**src/rtl/pipeline_hazard_ctrl_pkg.sv**
```systemverilog
// Shared encodings for the pipeline hazard controller: FSM states,
// forwarding mux selects and the ResultSrc code that identifies a load.
package pipeline_hazard_ctrl_pkg;

  typedef enum logic [1:0] {
    ST_RUN   = 2'd0,
    ST_WAIT  = 2'd1,
    ST_FAULT = 2'd2
  } state_e;

  localparam logic [1:0] FWD_RF = 2'b00;
  localparam logic [1:0] FWD_W  = 2'b01;
  localparam logic [1:0] FWD_M  = 2'b10;

  localparam logic [1:0] RESULT_LOAD = 2'b01;

  // Newest producer wins: M holds a younger result than W.
  function automatic logic [1:0] fwd_sel(input logic [4:0] rs,
                                         input logic [4:0] rd_m, input logic we_m,
                                         input logic [4:0] rd_w, input logic we_w);
    if (we_m && rd_m != 5'd0 && rd_m == rs)      return FWD_M;
    else if (we_w && rd_w != 5'd0 && rd_w == rs) return FWD_W;
    else                                         return FWD_RF;
  endfunction

endpackage

```
**src/rtl/pipeline_hazard_ctrl_sat_counter.sv**
```systemverilog
// Saturating up-counter with synchronous clear; sticks at all-ones.
module sat_counter #(
  parameter int CNT_W = 16
) (
  input  logic             clk,
  input  logic             sclr,
  input  logic             inc,
  output logic [CNT_W-1:0] q
);

  logic [CNT_W-1:0] cnt_q, cnt_d;

  always_comb begin
    cnt_d = cnt_q;
    if (inc && cnt_q != {CNT_W{1'b1}}) cnt_d = cnt_q + 1'b1;
  end

  always_ff @(posedge clk) begin
    if (sclr) cnt_q <= '0;
    else      cnt_q <= cnt_d;
  end

  assign q = cnt_q;

endmodule

```
**src/rtl/pipeline_hazard_ctrl.sv**
```systemverilog
// Hazard/sequencing control for the 5-stage pipe: forwarding, load-use
// stalls, branch flushes, memory-wait freeze with timeout trap, perf counters.
module pipeline_hazard_ctrl
  import pipeline_hazard_ctrl_pkg::*;
#(
  parameter logic [1:0] LOAD_SRC = RESULT_LOAD,
  parameter int         TIMEOUT  = 16,
  parameter int         CNT_W    = 16
) (
  input  logic             clk,
  input  logic             sclr,
  input  logic [4:0]       Rs1D,
  input  logic [4:0]       Rs2D,
  input  logic [4:0]       Rs1E,
  input  logic [4:0]       Rs2E,
  input  logic [4:0]       RdE,
  input  logic [1:0]       ResultSrcE,
  input  logic             PCSrcE,
  input  logic [4:0]       RdM,
  input  logic [4:0]       RdW,
  input  logic             RegWriteM,
  input  logic             RegWriteW,
  input  logic             MemReqM,
  input  logic             MemReadyM,
  output logic             StallF,
  output logic             StallD,
  output logic             StallE,
  output logic             StallM,
  output logic             FlushD,
  output logic             FlushE,
  output logic             FlushW,
  output logic [1:0]       ForwardAE,
  output logic [1:0]       ForwardBE,
  output logic             Fault,
  output logic [CNT_W-1:0] StallCnt,
  output logic [CNT_W-1:0] FlushCnt
);

  localparam int WW = $clog2(TIMEOUT + 1);
  localparam logic [WW-1:0] TO_W = WW'(TIMEOUT);

  state_e        state_q, state_d;
  logic [WW-1:0] wait_q, wait_d;
  logic          mem_stall, lw_stall;

  assign mem_stall = MemReqM & ~MemReadyM;
  assign lw_stall  = (ResultSrcE == LOAD_SRC) && (RdE != 5'd0) &&
                     ((RdE == Rs1D) || (RdE == Rs2D));

  always_comb begin
    ForwardAE = sclr ? FWD_RF : fwd_sel(Rs1E, RdM, RegWriteM, RdW, RegWriteW);
    ForwardBE = sclr ? FWD_RF : fwd_sel(Rs2E, RdM, RegWriteM, RdW, RegWriteW);
  end

  always_comb begin
    StallF = 1'b0; StallD = 1'b0; StallE = 1'b0; StallM = 1'b0;
    FlushD = 1'b0; FlushE = 1'b0; FlushW = 1'b0;
    if (sclr) begin
      FlushD = 1'b1; FlushE = 1'b1; FlushW = 1'b1;
    end else if (state_q == ST_FAULT || mem_stall) begin
      // Whole pipe frozen; only the writeback side is bubbled.
      StallF = 1'b1; StallD = 1'b1; StallE = 1'b1; StallM = 1'b1;
      FlushW = 1'b1;
    end else if (PCSrcE) begin
      FlushD = 1'b1; FlushE = 1'b1;
    end else if (lw_stall) begin
      StallF = 1'b1; StallD = 1'b1; FlushE = 1'b1;
    end
  end

  always_comb begin
    state_d = state_q;
    wait_d  = wait_q;
    case (state_q)
      ST_RUN: if (mem_stall) begin
        state_d = ST_WAIT;
        wait_d  = WW'(1);
      end
      ST_WAIT: begin
        if (!MemReqM || MemReadyM) begin
          state_d = ST_RUN;
          wait_d  = '0;
        end else if (wait_q == TO_W) begin
          state_d = ST_FAULT;
        end else begin
          wait_d = wait_q + 1'b1;
        end
      end
      ST_FAULT: state_d = ST_FAULT;
      default: begin
        state_d = ST_RUN;
        wait_d  = '0;
      end
    endcase
  end

  always_ff @(posedge clk) begin
    if (sclr) begin
      state_q <= ST_RUN;
      wait_q  <= '0;
    end else begin
      state_q <= state_d;
      wait_q  <= wait_d;
    end
  end

  assign Fault = (state_q == ST_FAULT);

  sat_counter #(.CNT_W(CNT_W)) u_stall_cnt (
    .clk (clk), .sclr(sclr), .inc(StallF & ~sclr), .q(StallCnt)
  );

  sat_counter #(.CNT_W(CNT_W)) u_flush_cnt (
    .clk (clk), .sclr(sclr), .inc(FlushE & ~sclr), .q(FlushCnt)
  );

endmodule

```
**config.mk**
```make
export PLATFORM = sky130hd
export DESIGN_NAME = pipeline_hazard_ctrl
export DESIGN_NICKNAME = d
export VERILOG_FILES = /design/src/rtl/pipeline_hazard_ctrl_pkg.sv /design/src/rtl/pipeline_hazard_ctrl_sat_counter.sv /design/src/rtl/pipeline_hazard_ctrl.sv
export SDC_FILE = /design/constraint.sdc
export NUM_CORES = 1
export LEC_CHECK = 0
export BUFFER_PORTS_ARGS = -buffer_cell sky130_fd_sc_hd__buf_4
export CORE_ASPECT_RATIO = 0.75
export CORE_MARGIN = 4
export CORE_UTILIZATION = 50
export CTS_CLUSTER_SIZE = 40
export DETAILED_ROUTE_END_ITERATION = 12
export GPL_TIMING_DRIVEN = 0
export PLACE_DENSITY = 0.8
export SYNTH_ARGS = -nofsm -noshare
export SYNTH_HDL_FRONTEND = slang
export SYNTH_SLANG_ARGS = --single-unit
```
**constraint.sdc**
```tcl
create_clock -name clk -period 2.5 [get_ports clk]
set_clock_uncertainty 0.15 [all_clocks]
set_input_delay 0 -clock clk [delete_from_list [all_inputs] [get_ports clk]]
set_output_delay 0 -clock clk [all_outputs]
set_load 0.02 [all_outputs]
```
==> flow_metrics.py <==
metrics = {
    "sta": {
        "finalHoldViolCount": 0,
        "fin_tns_setup_ns": 0,
        "finalCriticalPeriod_ns": 2.34,
        "whs_ns": 0.0522,
        "fmax_mhz": 427,
        "rsz0062_at_grt": "no",
        "max_slew_margin": 0.613,
        "setup_viol": 0,
        "slew_violations": 0,
        "fin_crit_sh": 0.938,
        "tightest_slew_ns": 0.580,
    },
    "pwr": {
        "ir_worst_vdd_mv": 0.220,
        "seq_power_share": 0.482,
        "p_switching_w": 0.000361,
        "switching_share": 0.274,
        "pwr-share-clk": 0.333,
        "cellLeakagePower_nw": 1.45,
        "p_int_w": 0.000957,
        "power_per_cell_area_nw_per_um2": 392,
        "combinationalPowerShare": 0.186,
    },
    "synth": {
        "synth_warnings": 0,
        "synth.distinct_cells": 54,
        "ys_seq_area_frac": 0.308,
        "syn_area_um2": 2530,
        "synth-seq-cells": 39,
        "synth_edf_count": 0,
        "ys.flop_type": "dfxtp_1",
        "syn_nets": 353,
        "syn_inst": 305,
        "syn_area_per_cell_um2": 8.30,
        "async_flop_share": 0,
    },
    "placed_design": {
        "port_buffers": 86,
        "place_area_um2": 3250,
        "gp_congestion": 0.848,
        "placed_cells": 451,
        "hpwl_um": 5500,
    },
    "global_route": {
        "grt_pass1_vias": 2502,
        "grt_pass1_wl_um": 11700,
        "grt_max_degree": 12,
        "overflow": 0,
        "grt_usage": 0.225,
        "antenna_found_initial": 0,
    },
    "floorplan": {
        "start_util": 0.517,
        "die_w_um": 90.2,
        "die_h_um": 69.6,
        "pin_count": 88,
        "rows": 22,
        "die_area_um2": 6280,
        "placeableCoreArea_um2": 4900,
    },
    "drt": {
        "routed_wl_um": 7080,
        "vias_per_cell": 5.69,
        "drt_iter0_markers": 137,
        "drt_pass1_iterations": 4,
        "route.detailed.drc": 0,
        "wl_per_cell_um": 15.4,
        "antenna_left": 0,
        "vias": 2619,
    },
    "clock_network": {
        "clockRootBuffer": "clkbuf_8",
        "holdBufCountCts": 0,
        "cts_tree": "done",
        "cts.sinks": 39,
        "cts_max_level": 2,
        "cts_buffers": 5,
        "insertion_delay_ns": 0.29,
        "path_clk_slew_ns": 0.08,
        "cts.path.max_buffers": 2,
    },
    "finish": {
        "num-fill-cells": 414,
        "layout.nets": 448,
        "finalCoreUtilization": 0.686,
        "final_layout_size_suffix_gt1_frac": 0.305,
        "synthToLayoutAreaGrowth_pct": 32.8,
        "final_area_um2": 3360,
        "diodes": 0,
        "fin_cells": 460,
    },
    "critical_path": {
        "critPathLaunchType": "flop",
        "required_ns": 2.35,
        "critPathKind": "flop to primary output",
        "critPathCaptureType": "primary output",
        "cp.arrival_ns": 2.19,
        "worst-path-max-fanout": 10,
    },
    "status": {
        "status": "finished clean",
    },
    "worst_hold_path": {
        "hold_class": "primary input to flop",
    },
    "run": {
        "maxCapViolCount": 0,
    },
}
==> layer usage <==
metal / wire (um) / vias to the layer above / global-route usage
met5: 0 / - / 0
met4: 108 / 0 / 0.0815
met3: 487 / 10 / 0.0542
met2: 3240 / 87 / 0.361
met1: 3250 / 1211 / 0.295
li1: - / 1311 / -
==> placed cells by master, fill, tap and decap left out, drive strengths merged, types with 2 or more instances in the layout <==
master / n
a21oi: 16
and2: 3
and3: 13
and4: 6
buf: 99
clkbuf: 10
dfxtp: 39
ha: 4
inv: 6
mux2: 9
mux2i: 3
nand2: 18
nand2b: 4
nand3: 18
nand4: 8
nor2: 29
nor2b: 10
nor3: 12
nor3b: 2
nor4: 4
o21ai: 9
o311ai: 4
o31ai: 6
o41ai: 2
or3: 3
or4: 11
xnor2: 16
xor2: 18
==> cells in the mapped netlist (2+ instances only) <==
| master | instances | share of area |
|---|---|---|
| buf_1 | 2 | 0.0030 |
| or4_1 | 11 | 0.033 |
| nor3_2 | 2 | 0.0079 |
| mux2i_1 | 3 | 0.012 |
| nor3_1 | 10 | 0.020 |
| nand4_1 | 8 | 0.020 |
| and2_1 | 3 | 0.0074 |
| nor2_1 | 28 | 0.042 |
| mux2_1 | 2 | 0.0089 |
| o21ai_0 | 9 | 0.018 |
| inv_1 | 6 | 0.0089 |
| nand3_1 | 18 | 0.036 |
| mux2_2 | 7 | 0.031 |
| clkbuf_1 | 4 | 0.0059 |
| xnor2_1 | 16 | 0.055 |
| nand2_2 | 2 | 0.0049 |
| nor2b_1 | 10 | 0.025 |
| nor4_1 | 3 | 0.0074 |
| ha_1 | 4 | 0.020 |
| or3_1 | 3 | 0.0074 |
| dfxtp_1 | 39 | 0.31 |
| nor3b_1 | 2 | 0.0059 |
| nand2b_1 | 4 | 0.0099 |
| buf_6 | 2 | 0.0089 |
| o311ai_0 | 4 | 0.014 |
| nand2_1 | 16 | 0.024 |
| xor2_1 | 18 | 0.062 |
| o31ai_1 | 6 | 0.018 |
| buf_4 | 3 | 0.0089 |
| buf_2 | 4 | 0.0079 |
| and4_1 | 5 | 0.017 |
| o41ai_1 | 2 | 0.0069 |
| and3_1 | 13 | 0.032 |
| a21oi_1 | 16 | 0.032 |
==> path summary, 6_finish.rpt <==
path                                     endpoint  cells after the start  slack, ns        startpoint
worst max-delay path                       StallF                      8       0.16        state_q[0]
worst max register to register   u_stall_cnt.q[5]                      8       0.17  u_stall_cnt.q[0]
worst min-delay path            u_flush_cnt.q[13]                      3       0.05              sclr
worst min register to register   u_stall_cnt.q[8]                      2       0.36  u_stall_cnt.q[8]
==> registers in the layout, indices dropped and copies added, names as in the netlist <==
register / cells
state_q: 2
u_flush_cnt.q: 16
u_stall_cnt.q: 16
wait_q: 5
==> layout make-up <==
class                   instances  area, um^2  share of cell area
well taps                      60        75.1              0.0223
plain buffers                  15        87.6              0.0261
multi-input cells             245        1650               0.490
clock inverters                 1        5.00             0.00149
repair buffers                 88         661               0.197
clock buffers                   6        82.6              0.0246
flip-flops and latches         39         781               0.232
inverters                       6        22.5             0.00670
==> power groups by stage <==
stage | Combinational [W] | Clock (W) | Sequential [W]
2_1_floorplan | 0.000124 | 0 | 0.000653
3_3_place_gp | 0.000237 | 0 | 0.000649
3_5_place_dp | 0.000243 | 0 | 0.000649
4_1_cts | 0.000244 | 0.000448 | 0.000635
5_1_grt | 0.000269 | 0.000470 | 0.000636
6_report | 0.000245 | 0.000438 | 0.000635
==> what timing repair did <==
item,CTS,global route
endpoints found under the setup margin,0,14
hold endpoints to repair,0,0
buffers inserted,0,2
resized for setup,0,1
==> critical path, cell delays in order, from the launching register on <==
cell and delay [ns]:
dfxtp_1 0.48, nand2b_1 0.21, nand2_1 0.16, a31oi_1 0.26, buf_6 0.18, buf_2 0.24
nor2_1 0.08, buf_4 0.15, buf_4 0.14
==> stage by stage <==
step | setup slack, ns | total power (W)
4_1_cts | 0.0497 | 0.00133
3_3_place_gp | 0.0693 | 0.000886
5_1_grt | 0.00744 | 0.00138
6_report | 0.156 | 0.00132
2_1_floorplan | 0.249 | 0.000777
3_5_place_dp | 0.0648 | 0.000892
==> logic make-up after synthesis <==
family | count (synthesis) | share of synthesized area
XOR/XNOR | 34 | 0.118
AO/OA/AOI/OAI | 49 | 0.129
flip-flops | 39 | 0.308
AND/OR/NAND/NOR | 146 | 0.330
buffers and inverters | 21 | 0.0435
multiplexers | 12 | 0.0519
adder cells (fa/ha/maj) | 4 | 0.0198
No activity file was read; power rests on OpenSTA's default activity.
